--- src/rtl/demux_quad1_4_pkg.sv ---
// Shared constants and helpers for the quad 1-to-4 demultiplexer.
// Channel indices and the packed-slice offset used for out_data/out_count.
package demux_quad1_4_pkg;

  localparam int unsigned SEL_W  = 2;
  localparam int unsigned NUM_CH = 4;

  localparam logic [SEL_W-1:0] CH_A = 2'd0;
  localparam logic [SEL_W-1:0] CH_B = 2'd1;
  localparam logic [SEL_W-1:0] CH_C = 2'd2;
  localparam logic [SEL_W-1:0] CH_D = 2'd3;

  // Bit offset of channel ch inside a vector packed as NUM_CH fields of w bits.
  function automatic int unsigned slice_off(input int unsigned ch, input int unsigned w);
    return ch * w;
  endfunction

endpackage

--- src/rtl/demux_quad1_4_if.sv ---
// Input stream plus four packed output streams of the quad demultiplexer.
// master = producer/consumers side, slave = demux side.
interface demux_quad1_4_if
  import demux_quad1_4_pkg::*;
#(
  parameter int unsigned WIDTH = 4,
  parameter int unsigned DEPTH = 2
) ();

  localparam int unsigned CW = $clog2(DEPTH) + 1;

  logic                    in_valid;
  logic                    in_ready;
  logic [WIDTH-1:0]        in_data;
  logic [SEL_W-1:0]        in_sel;
  logic [NUM_CH-1:0]       out_valid;
  logic [NUM_CH-1:0]       out_ready;
  logic [NUM_CH*WIDTH-1:0] out_data;
  logic [NUM_CH*CW-1:0]    out_count;

  modport master (
    output in_valid, in_data, in_sel, out_ready,
    input  in_ready, out_valid, out_data, out_count
  );

  modport slave (
    input  in_valid, in_data, in_sel, out_ready,
    output in_ready, out_valid, out_data, out_count
  );

endinterface

--- src/rtl/demux_fifo2.sv ---
// Per-channel synchronous FIFO with occupancy count; storage clears on reset
// so the head word reads as zero after reset.
module demux_fifo2 #(
  parameter int unsigned WIDTH = 4,
  parameter int unsigned DEPTH = 2
) (
  input  logic                   clk,
  input  logic                   rst,
  input  logic                   push,
  input  logic [WIDTH-1:0]       din,
  input  logic                   pop,
  output logic [WIDTH-1:0]       dout,
  output logic [$clog2(DEPTH):0] count,
  output logic                   full,
  output logic                   empty
);

  localparam int unsigned PW = $clog2(DEPTH);
  localparam int unsigned CW = PW + 1;

  logic [WIDTH-1:0] mem_q [DEPTH];
  logic [PW-1:0]    wr_ptr_q, rd_ptr_q;
  logic [CW-1:0]    count_q, count_d;
  logic             do_push, do_pop;

  assign full    = (count_q == CW'(DEPTH));
  assign empty   = (count_q == '0);
  // Guard locally as well, so a stray push/pop can never over/underflow.
  assign do_push = push && !full;
  assign do_pop  = pop && !empty;

  always_comb begin
    count_d = count_q;
    if (do_push && !do_pop) begin
      count_d = count_q + 1'b1;
    end else if (do_pop && !do_push) begin
      count_d = count_q - 1'b1;
    end
  end

  // DEPTH is a power of two, so natural pointer overflow gives the modulo wrap.
  always_ff @(posedge clk or posedge rst) begin
    if (rst) begin
      wr_ptr_q <= '0;
      rd_ptr_q <= '0;
      count_q  <= '0;
      for (int i = 0; i < int'(DEPTH); i++) begin
        mem_q[i] <= '0;
      end
    end else begin
      count_q <= count_d;
      if (do_push) begin
        mem_q[wr_ptr_q] <= din;
        wr_ptr_q        <= wr_ptr_q + 1'b1;
      end
      if (do_pop) begin
        rd_ptr_q <= rd_ptr_q + 1'b1;
      end
    end
  end

  assign dout  = mem_q[rd_ptr_q];
  assign count = count_q;

endmodule

--- src/rtl/demux_quad1_4.sv ---
// Registered 1-to-4 demultiplexer: steers a tagged input stream into one of
// four channel FIFOs, each with its own valid/ready output.
module demux_quad1_4
  import demux_quad1_4_pkg::*;
#(
  parameter int unsigned WIDTH = 4,
  parameter int unsigned DEPTH = 2
) (
  input logic             clk,
  input logic             rst,
  demux_quad1_4_if.slave  bus
);

  localparam int unsigned CW = $clog2(DEPTH) + 1;

  logic [NUM_CH-1:0] push, pop, full, empty;
  logic [WIDTH-1:0]  dout [NUM_CH];
  logic [CW-1:0]     cnt  [NUM_CH];

  // Only registered full flags feed in_ready; in_valid is deliberately excluded.
  assign bus.in_ready = ~full[bus.in_sel];

  for (genvar k = 0; k < int'(NUM_CH); k++) begin : g_ch
    assign push[k] = bus.in_valid && bus.in_ready && (bus.in_sel == SEL_W'(k));
    assign pop[k]  = bus.out_ready[k] && !empty[k];

    demux_fifo2 #(
      .WIDTH (WIDTH),
      .DEPTH (DEPTH)
    ) u_fifo (
      .clk   (clk),
      .rst   (rst),
      .push  (push[k]),
      .din   (bus.in_data),
      .pop   (pop[k]),
      .dout  (dout[k]),
      .count (cnt[k]),
      .full  (full[k]),
      .empty (empty[k])
    );

    assign bus.out_valid[k]                           = !empty[k];
    assign bus.out_data[slice_off(k, WIDTH) +: WIDTH] = dout[k];
    assign bus.out_count[slice_off(k, CW) +: CW]      = cnt[k];
  end

endmodule
--- src/flat_wrapper.sv ---
// flat-port wrapper written by rule: the top's interface ports become plain ports
module demux_quad1_4_flat import demux_quad1_4_pkg::*;
#(
  parameter int unsigned WIDTH = 4,
  parameter int unsigned DEPTH = 2
)
  (clk, rst, bus_in_valid, bus_in_data, bus_in_sel, bus_out_ready, bus_in_ready, bus_out_valid, bus_out_data, bus_out_count);
  demux_quad1_4_if #(.WIDTH(WIDTH), .DEPTH(DEPTH)) bus_i ();
  input logic clk;
  input logic rst;
  input wire logic [$bits(bus_i.in_valid)-1:0] bus_in_valid;
  input wire logic [$bits(bus_i.in_data)-1:0] bus_in_data;
  input wire logic [$bits(bus_i.in_sel)-1:0] bus_in_sel;
  input wire logic [$bits(bus_i.out_ready)-1:0] bus_out_ready;
  output wire logic [$bits(bus_i.in_ready)-1:0] bus_in_ready;
  output wire logic [$bits(bus_i.out_valid)-1:0] bus_out_valid;
  output wire logic [$bits(bus_i.out_data)-1:0] bus_out_data;
  output wire logic [$bits(bus_i.out_count)-1:0] bus_out_count;
  assign bus_i.in_valid = bus_in_valid;
  assign bus_i.in_data = bus_in_data;
  assign bus_i.in_sel = bus_in_sel;
  assign bus_i.out_ready = bus_out_ready;
  assign bus_in_ready = bus_i.in_ready;
  assign bus_out_valid = bus_i.out_valid;
  assign bus_out_data = bus_i.out_data;
  assign bus_out_count = bus_i.out_count;
  demux_quad1_4 #(.WIDTH(WIDTH), .DEPTH(DEPTH)) u_core (.clk(clk), .rst(rst), .bus(bus_i));
endmodule
--- config.mk ---
export PLATFORM = sky130hd
export DESIGN_NAME = demux_quad1_4_flat
export DESIGN_NICKNAME = d
export VERILOG_FILES = /design/src/rtl/demux_quad1_4_pkg.sv /design/src/rtl/demux_quad1_4_if.sv /design/src/rtl/demux_fifo2.sv /design/src/rtl/demux_quad1_4.sv /design/src/flat_wrapper.sv
export SDC_FILE = /design/constraint.sdc
export NUM_CORES = 1
export LEC_CHECK = 0
export ABC_AREA = 1
export CAP_MARGIN = 20
export CORE_AREA = 4 4 71 73
export DETAILED_ROUTE_END_ITERATION = 8
export DIE_AREA = 0 0 75 77
export GPL_TIMING_DRIVEN = 0
export PLACE_DENSITY = 0.86
export SLEW_MARGIN = 20
export SYNTH_ARGS = -nofsm -noshare
export SYNTH_HDL_FRONTEND = slang
export SYNTH_SLANG_ARGS = --single-unit
--- constraint.sdc ---
create_clock -name clk -period 5.3 [get_ports clk]
set_input_delay 1.06 -clock clk [delete_from_list [all_inputs] [get_ports clk]]
set_output_delay 1.06 -clock clk [all_outputs]
set_load 0.02 [all_outputs]
; ---- After elaboration in Yosys (flattened, before gate mapping)
; Cells that the tools add are included.
[totals]
regBits = 48
[op_classes]
n_addsub = 16
order_cmp = 13
n_reduce_logical = 54
n_eq_ne = 7
mux = 34
n_bitwise = 9
[ops]
columns = cell, count
row1 = 4-bit two-way mux, 16
row2 = 8-bit bitwise mux, 4
row3 = 1-bit logical AND, 29
row4 = 4-bit demux with 1-bit select, 4
row5 = 2-bit greater-or-equal comparator (second input constant), 8
row6 = 1-bit zero test, 16
row7 = 2-bit two-way mux, 8
row8 = 1-bit NOT with 2-bit output, 8
row9 = 2-bit == test (second input constant), 6
row10 = 2-bit zero test, 5
row11 = 1-bit adder (second input constant), 8
row12 = 2-bit by 1-bit adder with 2-bit output (second input constant), 4
row13 = 2-bit by 1-bit less-than comparator with 1-bit output (second input constant), 4
row14 = 2-bit nonzero test, 4
row15 = 2-bit by 1-bit subtractor with 2-bit output (second input constant), 4
row16 = 2-bit by 3-bit less-than comparator with 1-bit output (second input constant), 1
row17 = 1-bit binary-select mux with 2-bit select, 1
row18 = 2-bit by 1-bit == test with 1-bit output (second input constant), 1
row19 = 1-bit two-way mux, 1
row20 = 1-bit NOT, 1

; ---- Longest topological paths before layout
[depth]
ltp_word = 11
ltp_mapped = 11
depth_no_buf = 11

; ---- Cells and area by module
; From an unflattened synthesis, not the netlist that was laid out.
[hier_totals]
cells_unflattened = 345
area_unflattened_um2 = 2648.8
[modules_own_cells]
columns = module, area_per_inst_um2, seq_area_each_um2, n_inst, cells_each
row1 = demux_fifo2, 625.6, 300.3, 4, 78
row2 = demux_quad1_4, 146.4, 0.0, 1, 33

; ---- Worst setup path after synthesis
; Ideal clock, no wire load.
[synth_timing]
path_type = input port to output port
from = input port bus_in_sel[1]
to = output port bus_in_ready
stages = 5
path_slack_ps = 2645
arrival_time_ps = 1595
path_cell_list = nand2_2 inv_1 nand3_1 nand2_1 nor2_2
[synth_between]
elab_chain_len = 3
[synth_lines]
columns = element, line
row1 = start: declaration, flat_wrapper.sv:13  ; input wire logic [$bits(bus_i.in_sel)-1:0] bus_in_sel;
row2 = 1-bit binary-select mux with 2-bit select, demux_quad1_4.sv:21  ; assign bus.in_ready = ~full[bus.in_sel];
row3 = 1-bit two-way mux (implied by the code), demux_quad1_4.sv:21
row4 = 1-bit NOT, demux_quad1_4.sv:21
row5 = end: declaration, flat_wrapper.sv:15  ; output wire logic [$bits(bus_i.in_ready)-1:0] bus_in_ready;
; No other way between the ends. The select of a mux whose other input is x is not followed.

; ---- Worst setup path after layout
[layout_timing]
from = input port bus_in_sel[0]
to = output port bus_in_ready
; Same word-level chain as after synthesis.

==> reports/qor.txt <==
Status: completed
# fillers: 356
Rows: 24
WP data required: 4.24 ns
Vias/cell: 5.05
FF/Latch Area: 1200 um2
Slew HR: 68.7%
Post-Route WL: 5050 um
Area share of the largest cell type after synthesis: 51.8%
P_sw: 761 uW
Mapped Nets: 299
Clk Latency, worst-skew pair: 0.31 ns
Worst slew pin tran: 0.470 ns
Multi-input combinational cell area: 1010 um2
Crit path buf inv count: 3
Crit Path Category: in2out
Crit start category: primary input
# IOs: 42
RePlAce Congestion: 0.852
CTS root buffer: clkbuf_8
GRT overflow: 0
Die height: 77 um
Starting Density: 53.2%
Seq pwr share: 36.9%
Total number of vias: 1,920
Sw Ratio: 40.7%
Final Non-Filler Cells: 380
Max cap viols: 0
Top delay family on crit path: buffers and inverters
DP Worst Slack: 1.43 ns
HP Class: reg2reg
Worst path most repeated cell: clkdlybuf4s50_1
IO Port Bufs: 37
Final hold violations: 0
Max Root-Sink Buffers: 2
Hold buffers post-CTS: 0
Post-Syn Area: 2320 um2
Reg clk slew, reported paths: 0.09 ns
WHS Path Cells: 2
Total core area: 4350 um2
WP depth: 7
Antenna-violating nets left: 0
ANT cells: 0
Static Leakage: 0.00150 uW
Sequential-to-total area share from yosys stat: 51.8%
CTS resizes: 0
DIE WIDTH: 75 um
Seq cells post-synth: 48
Tot GR Track Use: 19.6%
Largest stage delay on the critical path: 0.66 ns
DRC viols: 0
Htree depth: 2
Largest net degree at the start of global routing: 35
CTS tree: yes
Final instance area: 2890 um2
Final slew viol count: 0
DRT Pass-1 Iters: 4
Layout cell share with drive strength beyond 1: 7.93%
Number of global-route vias before repair: 1,914
Post-route setup slack: 1.41 ns
Post-synthesis cell count: 282
Initial antenna violation count: 0
F_max: 257 MHz
Area growth from synthesis to layout: 24.6%
Global-route wire length before repair: 8740 um
CP cell instances: clkdlybuf4s50_1, nand2_2, inv_1, nand3_1, nand2_1, nor2_2, clkdlybuf4s50_1
Crit path capture type: output port
RSZ-0062 raised after global routing: no
Setup tns final: 0 ns
Post-route clock period utilization: 73.3%
Placed wire-length estimate: 3820 um
Synth area leader: dfrtp_1
Final min period: 3.89 ns
Power per cell area: 649 nW/um2
Yosys warnings: 0
Die outline area: 5780 um2
Worst reg2reg path depth: 11
DR iter-0 viols: 106
Post-CTS Setup Repair Bufs: 0
Crit path DAT: 2.83 ns
Post-Place Cells: 372
Max IR drop VDD: 395 uV
Mean Syn Cell Area: 8.22 um2
Final setup fails: 0
Final nets: 344
Num CTS Buffers: 5
CP max stage cell: clkdlybuf4s50_1
CP max FO: 6
Clk_skew: 0.00873 ns
Synth area leaders: dfrtp_1 (52%), nand2_1 (21%), nand3_1 (4.1%)
Clk sinks: 48
Dpl cell area: 2770 um2
Clk pwr share: 14.5%
Unique masters post-synth: 18
Comb power frac: 48.6%
Internal power component: 1110 uW
Wire per inst: 13.3 um
metrics by stage:
stage	util [%]	power (uW)	hold WS (ns)
6_report	66.3	1870	0.478
5_1_grt	66.3	2010	0.492
4_1_cts	66.3	1890	0.483
3_5_place_dp	63.7	1610	0.461
3_3_place_gp	63.2	1580	0.457
2_1_floorplan	-	1220	0.442
per-layer routing:
| metal | global-route usage (%) | part of all wire (%) | vias up |
|---|---|---|---|
| met5 | 0 | 0 | - |
| met1 | 25.7 | 44 | 899 |
| li1 | - | - | 974 |
| met4 | 5.34 | 1.2 | 0 |
| met3 | 5.75 | 4.7 | 7 |
| met2 | 31.4 | 50 | 40 |
power groups by stage:
stage                     clock, uW  sequential (uW)  combinational, uW
after floorplan                   0              695                529
after global placement            0              687                889
after detailed placement          0              696                917
after CTS                       273              691                922
after global routing            288              716               1000
final                           271              692                910
layout make-up:
cell class	count	area share [%]
plain buffers	4	0.520
flip-flops and latches	48	41.6
clock buffers	5	2.38
multi-input cells	207	35.1
clock inverters	3	1.60
repair buffers	38	13.5
inverters	23	2.99
well taps	52	2.25
flip-flops by register name, summed over array words and instances, names as in the netlist:
register and flops:
u_core.g_ch.u_fifo.mem_q 32, u_core.g_ch.u_fifo.wr_ptr_q 4, u_core.g_ch.u_fifo.rd_ptr_q 4, u_core.g_ch.u_fifo.count 8
cell usage in the layout (no fill, tap or decap):
| cell type | n |
|---|---|
| bufinv_16 | 1 |
| ha_1 | 4 |
| clkbuf_8 | 5 |
| nand2_2 | 2 |
| clkbuf_1 | 4 |
| nand3_2 | 1 |
| mux2_2 | 8 |
| clkdlybuf4s50_1 | 37 |
| inv_1 | 21 |
| nand3_1 | 19 |
| nor2_4 | 2 |
| xnor2_1 | 6 |
| xor2_1 | 6 |
| a21oi_1 | 4 |
| nand2_1 | 130 |
| inv_6 | 1 |
| buf_12 | 1 |
| nand4_1 | 6 |
| clkinvlp_4 | 1 |
| nor2_2 | 2 |
| nor2_1 | 11 |
| inv_2 | 2 |
| o21ai_0 | 6 |
| dfrtp_1 | 48 |
cell usage after synthesis:
cell type / instances
nand2_2: 2
a21oi_1: 4
xor2_1: 6
mux2_2: 8
inv_2: 1
nand4_1: 6
nand3_2: 1
dfrtp_1: 48
nand2_1: 130
o21ai_0: 6
nor2_1: 11
nor2_4: 2
nand3_1: 19
inv_1: 22
ha_1: 4
clkbuf_1: 4
nor2_2: 2
xnor2_1: 6
cell families (layout without fill, tap and decap cells):
family                   after synthesis  after routing  share of synthesized area, %
AO/OA/AOI/OAI                         10             10                          2.16
adder cells (fa/ha/maj)                4              4                          2.16
AND/OR/NAND/NOR                      173            173                          31.0
XOR/XNOR                              12             12                          4.54
buffers and inverters                 27             73                          4.37
flip-flops                            48             48                          51.8
multiplexers                           8              8                          3.89
final timing paths:
kind	to	slack, ns	startpoint
min reg2reg	u_core.g_ch[0].u_fifo.mem_q[0]$_DFFE_PP0P_	0.48	u_core.g_ch[0].u_fifo.mem_q[0]$_DFFE_PP0P_
max	bus_in_ready	1.41	bus_in_sel[0]
max in group asynchronous	u_core.g_ch[2].u_fifo.mem_q[4]$_DFFE_PP0P_	3.79	rst
min	u_core.g_ch[0].u_fifo.mem_q[0]$_DFFE_PP0P_	0.48	u_core.g_ch[0].u_fifo.mem_q[0]$_DFFE_PP0P_
max reg2reg	u_core.g_ch[3].u_fifo.count[1]$_DFFE_PP0P_	3.31	u_core.g_ch[0].u_fifo.count[1]$_DFFE_PP0P_
min in group asynchronous	u_core.g_ch[3].u_fifo.mem_q[1]$_DFFE_PP0P_	1.03	rst
worst min-delay path, cell delays in order, from the launching register on:
cell     delay [ns]
dfrtp_1        0.35
nand2_1        0.05
nand2_1        0.04
Note: power is estimated with default switching activity, not from simulation.
